==> src/rtl/swirl_pkg.sv <==
// Shared types and helpers for the GEMM operand feeder and its neighbours.
package swirl_pkg;

    typedef enum logic [1:0] {
        ST_IDLE  = 2'd0,
        ST_ISSUE = 2'd1,
        ST_DONE  = 2'd2
    } feeder_state_e;

    localparam logic [4:0] BITSIZE_2  = 5'd2;
    localparam logic [4:0] BITSIZE_4  = 5'd4;
    localparam logic [4:0] BITSIZE_8  = 5'd8;
    localparam logic [4:0] BITSIZE_16 = 5'd16;

    // A precision is usable only if it is one of the supported sizes and fits the datapath.
    function automatic logic is_legal_bitsize(input logic [4:0] bit_size, input int max_width);
        logic known;
        known = (bit_size == BITSIZE_2) || (bit_size == BITSIZE_4) ||
                (bit_size == BITSIZE_8) || (bit_size == BITSIZE_16);
        return known && (int'(bit_size) <= max_width);
    endfunction

endpackage

==> src/rtl/tile_index_counter.sv <==
// Row-major (i, j) walker over an M x N tile; wraps to (0, 0) after the last element.
module tile_index_counter #(
    parameter int M  = 2,
    parameter int N  = 2,
    parameter int IW = (M > 1) ? $clog2(M) : 1,
    parameter int JW = (N > 1) ? $clog2(N) : 1
) (
    input  logic          clk_i,
    input  logic          rst_i,
    input  logic          clear_i,
    input  logic          advance_i,
    output logic [IW-1:0] idx_i_o,
    output logic [JW-1:0] idx_j_o,
    output logic          last_o
);

    logic [IW-1:0] i_q, i_d;
    logic [JW-1:0] j_q, j_d;
    logic          i_last, j_last;

    assign i_last = (i_q == IW'(M - 1));
    assign j_last = (j_q == JW'(N - 1));

    // A size-1 dimension is always "last", so its index never leaves 0.
    always_comb begin
        i_d = i_q;
        j_d = j_q;
        if (clear_i) begin
            i_d = '0;
            j_d = '0;
        end else if (advance_i) begin
            if (j_last) begin
                j_d = '0;
                i_d = i_last ? '0 : i_q + IW'(1);
            end else begin
                j_d = j_q + JW'(1);
            end
        end
    end

    always_ff @(posedge clk_i) begin
        if (rst_i) begin
            i_q <= '0;
            j_q <= '0;
        end else begin
            i_q <= i_d;
            j_q <= j_d;
        end
    end

    assign idx_i_o = i_q;
    assign idx_j_o = j_q;
    assign last_o  = i_last && j_last;

endmodule

==> src/rtl/gemm_operand_feeder.sv <==
// Latches A/B/C tiles on start and streams one output element's operands per transfer,
// row-major over the C tile, ending with a one-cycle done pulse.
module gemm_operand_feeder
    import swirl_pkg::*;
#(
    parameter int M         = 2,
    parameter int N         = 2,
    parameter int K         = 2,
    parameter int MAX_WIDTH = 16,
    localparam int IW = (M > 1) ? $clog2(M) : 1,
    localparam int JW = (N > 1) ? $clog2(N) : 1
) (
    input  logic                                   clk_i,
    input  logic                                   rst_i,
    input  logic                                   start_i,
    output logic                                   start_ready_o,
    input  logic [4:0]                             bitSize_i,
    input  logic [M-1:0][K-1:0][MAX_WIDTH-1:0]     A_i,
    input  logic [K-1:0][N-1:0][MAX_WIDTH-1:0]     B_i,
    input  logic [M-1:0][N-1:0][2*MAX_WIDTH-1:0]   C_i,
    input  logic                                   flush_i,
    output logic [K-1:0][MAX_WIDTH-1:0]            row_o,
    output logic [K-1:0][MAX_WIDTH-1:0]            column_o,
    output logic [2*MAX_WIDTH-1:0]                 C_o,
    output logic [4:0]                             bitSize_o,
    output logic [IW-1:0]                          idx_i_o,
    output logic [JW-1:0]                          idx_j_o,
    output logic                                   valid_o,
    input  logic                                   ready_i,
    output logic                                   done_o,
    output logic                                   err_o,
    output logic [1:0]                             state_o
);

    feeder_state_e state_q, state_d;

    logic [M-1:0][K-1:0][MAX_WIDTH-1:0]   a_q;
    logic [K-1:0][N-1:0][MAX_WIDTH-1:0]   b_q;
    logic [M-1:0][N-1:0][2*MAX_WIDTH-1:0] c_q;
    logic [4:0]                           bitsize_q;
    logic                                 err_q, err_d;

    logic start_fire, load, xfer, flushing, last_elem;

    // Handshake: a transfer happens on any cycle with valid_o && ready_i; once valid_o
    // rises, it and all operand outputs hold until that transfer (or a flush/reset).
    assign start_ready_o = (state_q == ST_IDLE);
    assign valid_o       = (state_q == ST_ISSUE);
    assign done_o        = (state_q == ST_DONE);
    assign err_o         = err_q;
    assign bitSize_o     = bitsize_q;
    assign state_o       = state_q;

    assign start_fire = start_i && start_ready_o;
    assign load       = start_fire && is_legal_bitsize(bitSize_i, MAX_WIDTH);
    assign err_d      = start_fire && !is_legal_bitsize(bitSize_i, MAX_WIDTH);
    assign xfer       = valid_o && ready_i;
    assign flushing   = flush_i && (state_q != ST_IDLE);

    always_comb begin
        state_d = state_q;
        case (state_q)
            ST_IDLE:  if (load) state_d = ST_ISSUE;
            ST_ISSUE: begin
                if (flushing)               state_d = ST_IDLE;
                else if (xfer && last_elem) state_d = ST_DONE;
            end
            ST_DONE:  state_d = ST_IDLE;
            default:  state_d = ST_IDLE;
        endcase
    end

    tile_index_counter #(
        .M (M),
        .N (N),
        .IW(IW),
        .JW(JW)
    ) u_index (
        .clk_i    (clk_i),
        .rst_i    (rst_i),
        .clear_i  (load || flushing),
        .advance_i(xfer),
        .idx_i_o  (idx_i_o),
        .idx_j_o  (idx_j_o),
        .last_o   (last_elem)
    );

    always_ff @(posedge clk_i) begin
        if (rst_i) begin
            state_q   <= ST_IDLE;
            err_q     <= 1'b0;
            a_q       <= '0;
            b_q       <= '0;
            c_q       <= '0;
            bitsize_q <= '0;
        end else begin
            state_q <= state_d;
            err_q   <= err_d;
            if (load) begin
                a_q       <= A_i;
                b_q       <= B_i;
                c_q       <= C_i;
                bitsize_q <= bitSize_i;
            end
        end
    end

    // Operands are pure selects from the latched tiles; no arithmetic, full width.
    always_comb begin
        row_o    = '0;
        column_o = '0;
        for (int k = 0; k < K; k++) begin
            row_o[k]    = a_q[idx_i_o][k];
            column_o[k] = b_q[k][idx_j_o];
        end
        C_o = c_q[idx_i_o][idx_j_o];
    end

endmodule

==> config.mk <==
export PLATFORM = sky130hd
export DESIGN_NAME = gemm_operand_feeder
export DESIGN_NICKNAME = d
export VERILOG_FILES = /design/src/rtl/swirl_pkg.sv /design/src/rtl/tile_index_counter.sv /design/src/rtl/gemm_operand_feeder.sv
export SDC_FILE = /design/constraint.sdc
export NUM_CORES = 1
export LEC_CHECK = 0
export CORE_MARGIN = 2
export CORE_UTILIZATION = 49
export DETAILED_ROUTE_END_ITERATION = 8
export PLACE_DENSITY_LB_ADDON = 0.1
export SKIP_LAST_GASP = 1
export SYNTH_ARGS = -nofsm -noshare
export SYNTH_HDL_FRONTEND = slang
export SYNTH_SLANG_ARGS = --single-unit
==> constraint.sdc <==
create_clock -name clk_i -period 1.89 [get_ports clk_i]
set_clock_uncertainty 0.2 [all_clocks]
set_input_delay 0.189 -clock clk_i [delete_from_list [all_inputs] [get_ports clk_i]]
set_output_delay 0.189 -clock clk_i [all_outputs]
set_load 0.01 [all_outputs]
==> summary.txt <==
STA
  – Final Cycle Share: 123%
  – Total negative slack: -26180 ps
  – Final Worst Setup Slack: -432 ps
  – F_max: roughly 430 MHz
  – Worst-margin pin slew: between 400 and 500 ps
  – # setup viols final: 97
  – Final hold violations: 0
  – Tmin final: roughly 2300 ps
  – RSZ-0062 raised after global routing: true
  – Final Max Tran Viols: 0
  – Rel. slew slack: between 70 and 80%

Die
  – IO Pins: 375
  – Initial Util: 49.7%
  – Row count: 60
  – Die Y: 169 um
  – Core area: 26800 um^2
  – Die area: ~29000 um^2
  – Die W: 169 um

Run status
  – Status: finished, violations left
  – Failing checks: negative setup slack

Critical path
  – R2R Path End: a_q[41]
  – CP arrival: approximately 1900 ps
  – Startpoint types: flip-flop
  – CP endpoint: C_o[5]
  – Cell with the most instances on the worst path: buf_12
  – Critical path peak fanout: 6
  – CP Capture Type: output port
  – CP Cell Sequence: buf_12 -> buf_12 -> buf_12 -> mux4_2 -> buf_6
  – Worst endpoint required time: 1500 ps
  – Worst R2R Start: state_o[0]
  – Crit-path max cell delay: 530 ps
  – Worst reg-to-reg setup slack: roughly 90 ps
  – Worst Reg2Reg Path Length in Cells: 7
  – Setup crit start: u_index.idx_j_o
  – Slowest cell on crit path: mux4_2
  – Critical setup path kind: reg2out

Cells and area
  – Filler instances: ~1900
  – Fraction of layout instances using a drive strength above 1: 21.1%
  – Fin area: 20100 um^2
  – # nets final: 1991
  – Area added between synthesis and finish: 50.8%

Power and ir drop
  – Design Power: 13.2 mW
  – Power Density: 656 nW/um^2
  – Peak supply drop: 600 uV
  – Leakage: 7.47 nW

CTS
  – Reg clk slew, reported paths: approximately 60 ps
  – H-tree depth: 1
  – CTS Buf Count: 29
  – Clock Sinks: 266
  – CTS tree: yes
  – Clock tree buffer depth: 3
  – Root buffer cell: clkbuf_16
  – Clk Latency, worst-skew pair: 530 ps

Placed design
  – Port Buffers: 374
  – DP Wirelength: around 23000 um
  – Pre-CTS setup slack: -561 ps
  – Area post-placement: 17700 um^2
  – Placer Congestion: around 0.77

Yosys
  – Yosys top cell area share: 40.0%
  – Yosys reg bits: approximately 270
  – Synth cell types: 24
  – Post-Synthesis Mean Instance Area: between 10 and 15 um^2
  – Register area share after synthesis: 40.0%
  – Mapped Cells: between 1000 and 1500
  – YS warnings: 0
  – Yosys top cell by area: dfxtp_1
  – Synth top area cells: dfxtp_1 (40%), nand2b_1 (24%), mux2i_1 (20%)
  – Synth Net Count: 1536
  – Post-Syn Area: 13300 um^2

Route
  – Initial drt markers: 490
  – Wirelength per Cell: 17.3 um
  – Vias per Instance: 4.96
  – Routed Antenna Nets: 0
  – Routed WL: 36300 um
  – 1st-pass router iterations: 4
  – Via count: 10400
  – Drt drc: 0

Min path
  – Hold path depth: 3
  – Hold crit path type: in2reg

Global routing
  – Number of global-route vias before repair: about 11000
  – Largest net degree at the start of global routing: 77
  – Total track usage: 24.5%
  – Initial antenna violation count: 5
  – Global-route wire length before repair: 56100 um
  – GRT overflow: 0

Flow run
  – Max-cap violations: 0
==> worst max-delay path: cells and delay by family (launching register included) <==
kind | cells | cell delay [ps]
DFF | 1 | 350
muxes | 1 | 530
buffers and inverters | 4 | 500
==> layout make-up <==
class                      instances  area [um^2]  share of cell area, %
multi-input combinational        902         7660                   38.1
timing repair buffer             526         5720                   28.5
sequential                       266         5330                   26.5
clock buffer                      47          883                   4.40
tap                              341          427                   2.12
clock inverter                     5         53.8                  0.268
antenna                            5         12.5                 0.0623
==> sequential cells by signal, summed over array words and instances (netlist names) <==
register / cells
u_index.idx_i_o: 1
b_q: 64
state_o: 2
bitSize_o: 5
u_index.idx_j_o: 1
c_q: 128
err_o: 1
a_q: 64
==> placed cells by master (no fill, tap or decap), types with 2 or more instances in the layout <==
master and instances:
buf_2 27, clkdlybuf4s50_1 265, clkbuf_16 30, mux2i_2 3, nor3_1 3, dfxtp_1 263, dlymetal6s2s_1 2, dlygate4sd3_1 33
dfxtp_4 2, clkinv_2 3, buf_4 48, mux2i_1 257, diode_2 5, buf_12 34, buf_8 8, buf_16 10
nand2b_1 521, nor4b_4 2, mux2_2 31, dlygate4sd2_1 10, nor2_1 2, clkdlybuf4s15_2 7, mux4_2 32, clkbuf_8 9
mux2_4 33, bufbuf_16 2, clkbuf_1 9, buf_6 78, xor2_1 3, nand3_1 2
==> timing repair <==
action                     CTS  global route
pin swaps                    4             1
setup buffers               55             9
resized for setup          500            62
setup endpoints to repair  297           351
hold endpoints to repair    33             2
hold buffers                31             2
cloned                      11             1
==> through the flow <==
step           instances  util (%)  hold WS, ps
2_1_floorplan       1270         -         65.7
3_3_place_gp        1933      65.9          254
3_5_place_dp        1933      65.9          259
4_1_cts             2081      74.0        0.167
5_1_grt             2091      75.0         19.1
6_report            2092      75.0         23.6
==> how the worst min path moves through the flow <==
stage	start	to	slack (ps)
after detailed placement	b_q[25]	b_q[25]	260
final	B_i[58]	b_q[58]	20
after global placement	b_q[20]	b_q[20]	250
after global routing	B_i[58]	b_q[58]	20
after CTS	A_i[54]	a_q[54]	0.2
after floorplan	flush_i	state_o[1]	70
==> cell families after synthesis <==
kind of cell	after synthesis	share of synthesized area [%]
XOR/XNOR	3	0.197
buffers and inverters	102	4.00
flip-flops	266	40.0
AO/OA/AOI/OAI	3	0.169
AND/OR/NAND/NOR	540	25.3
multiplexers	356	30.4
==> synthesized netlist by cell type, drive strengths merged <==
library cell / number
nand2b: 521
dfxtp: 266
mux2i: 260
clkbuf: 65
mux2: 64
buf: 37
mux4: 32
nor3: 4
nor2: 3
nor4b: 3
xor2: 3
nand2: 2
nand3: 2
nor2b: 2
a211oi: 1
a21oi: 1
nand3b: 1
nor3b: 1
o21ai: 1
or3: 1
==> routing by layer <==
layer | vias up | wire [um] | track usage (%)
li1 | 5122 | - | -
met1 | 4885 | 15000 | 29.7
met2 | 291 | 17600 | 42.6
met3 | 71 | 2480 | 5.94
met4 | 0 | 1270 | 8.21
met5 | - | 0 | 0
==> power by group <==
part	switching, mW	internal (mW)	leakage [nW]
Clock	2.25	3.30	0.463
Sequential	0.0736	5.75	2.15
Combinational	0.625	1.18	4.85
Total	2.95	10.2	7.47
(Power assumes the default switching activity.)
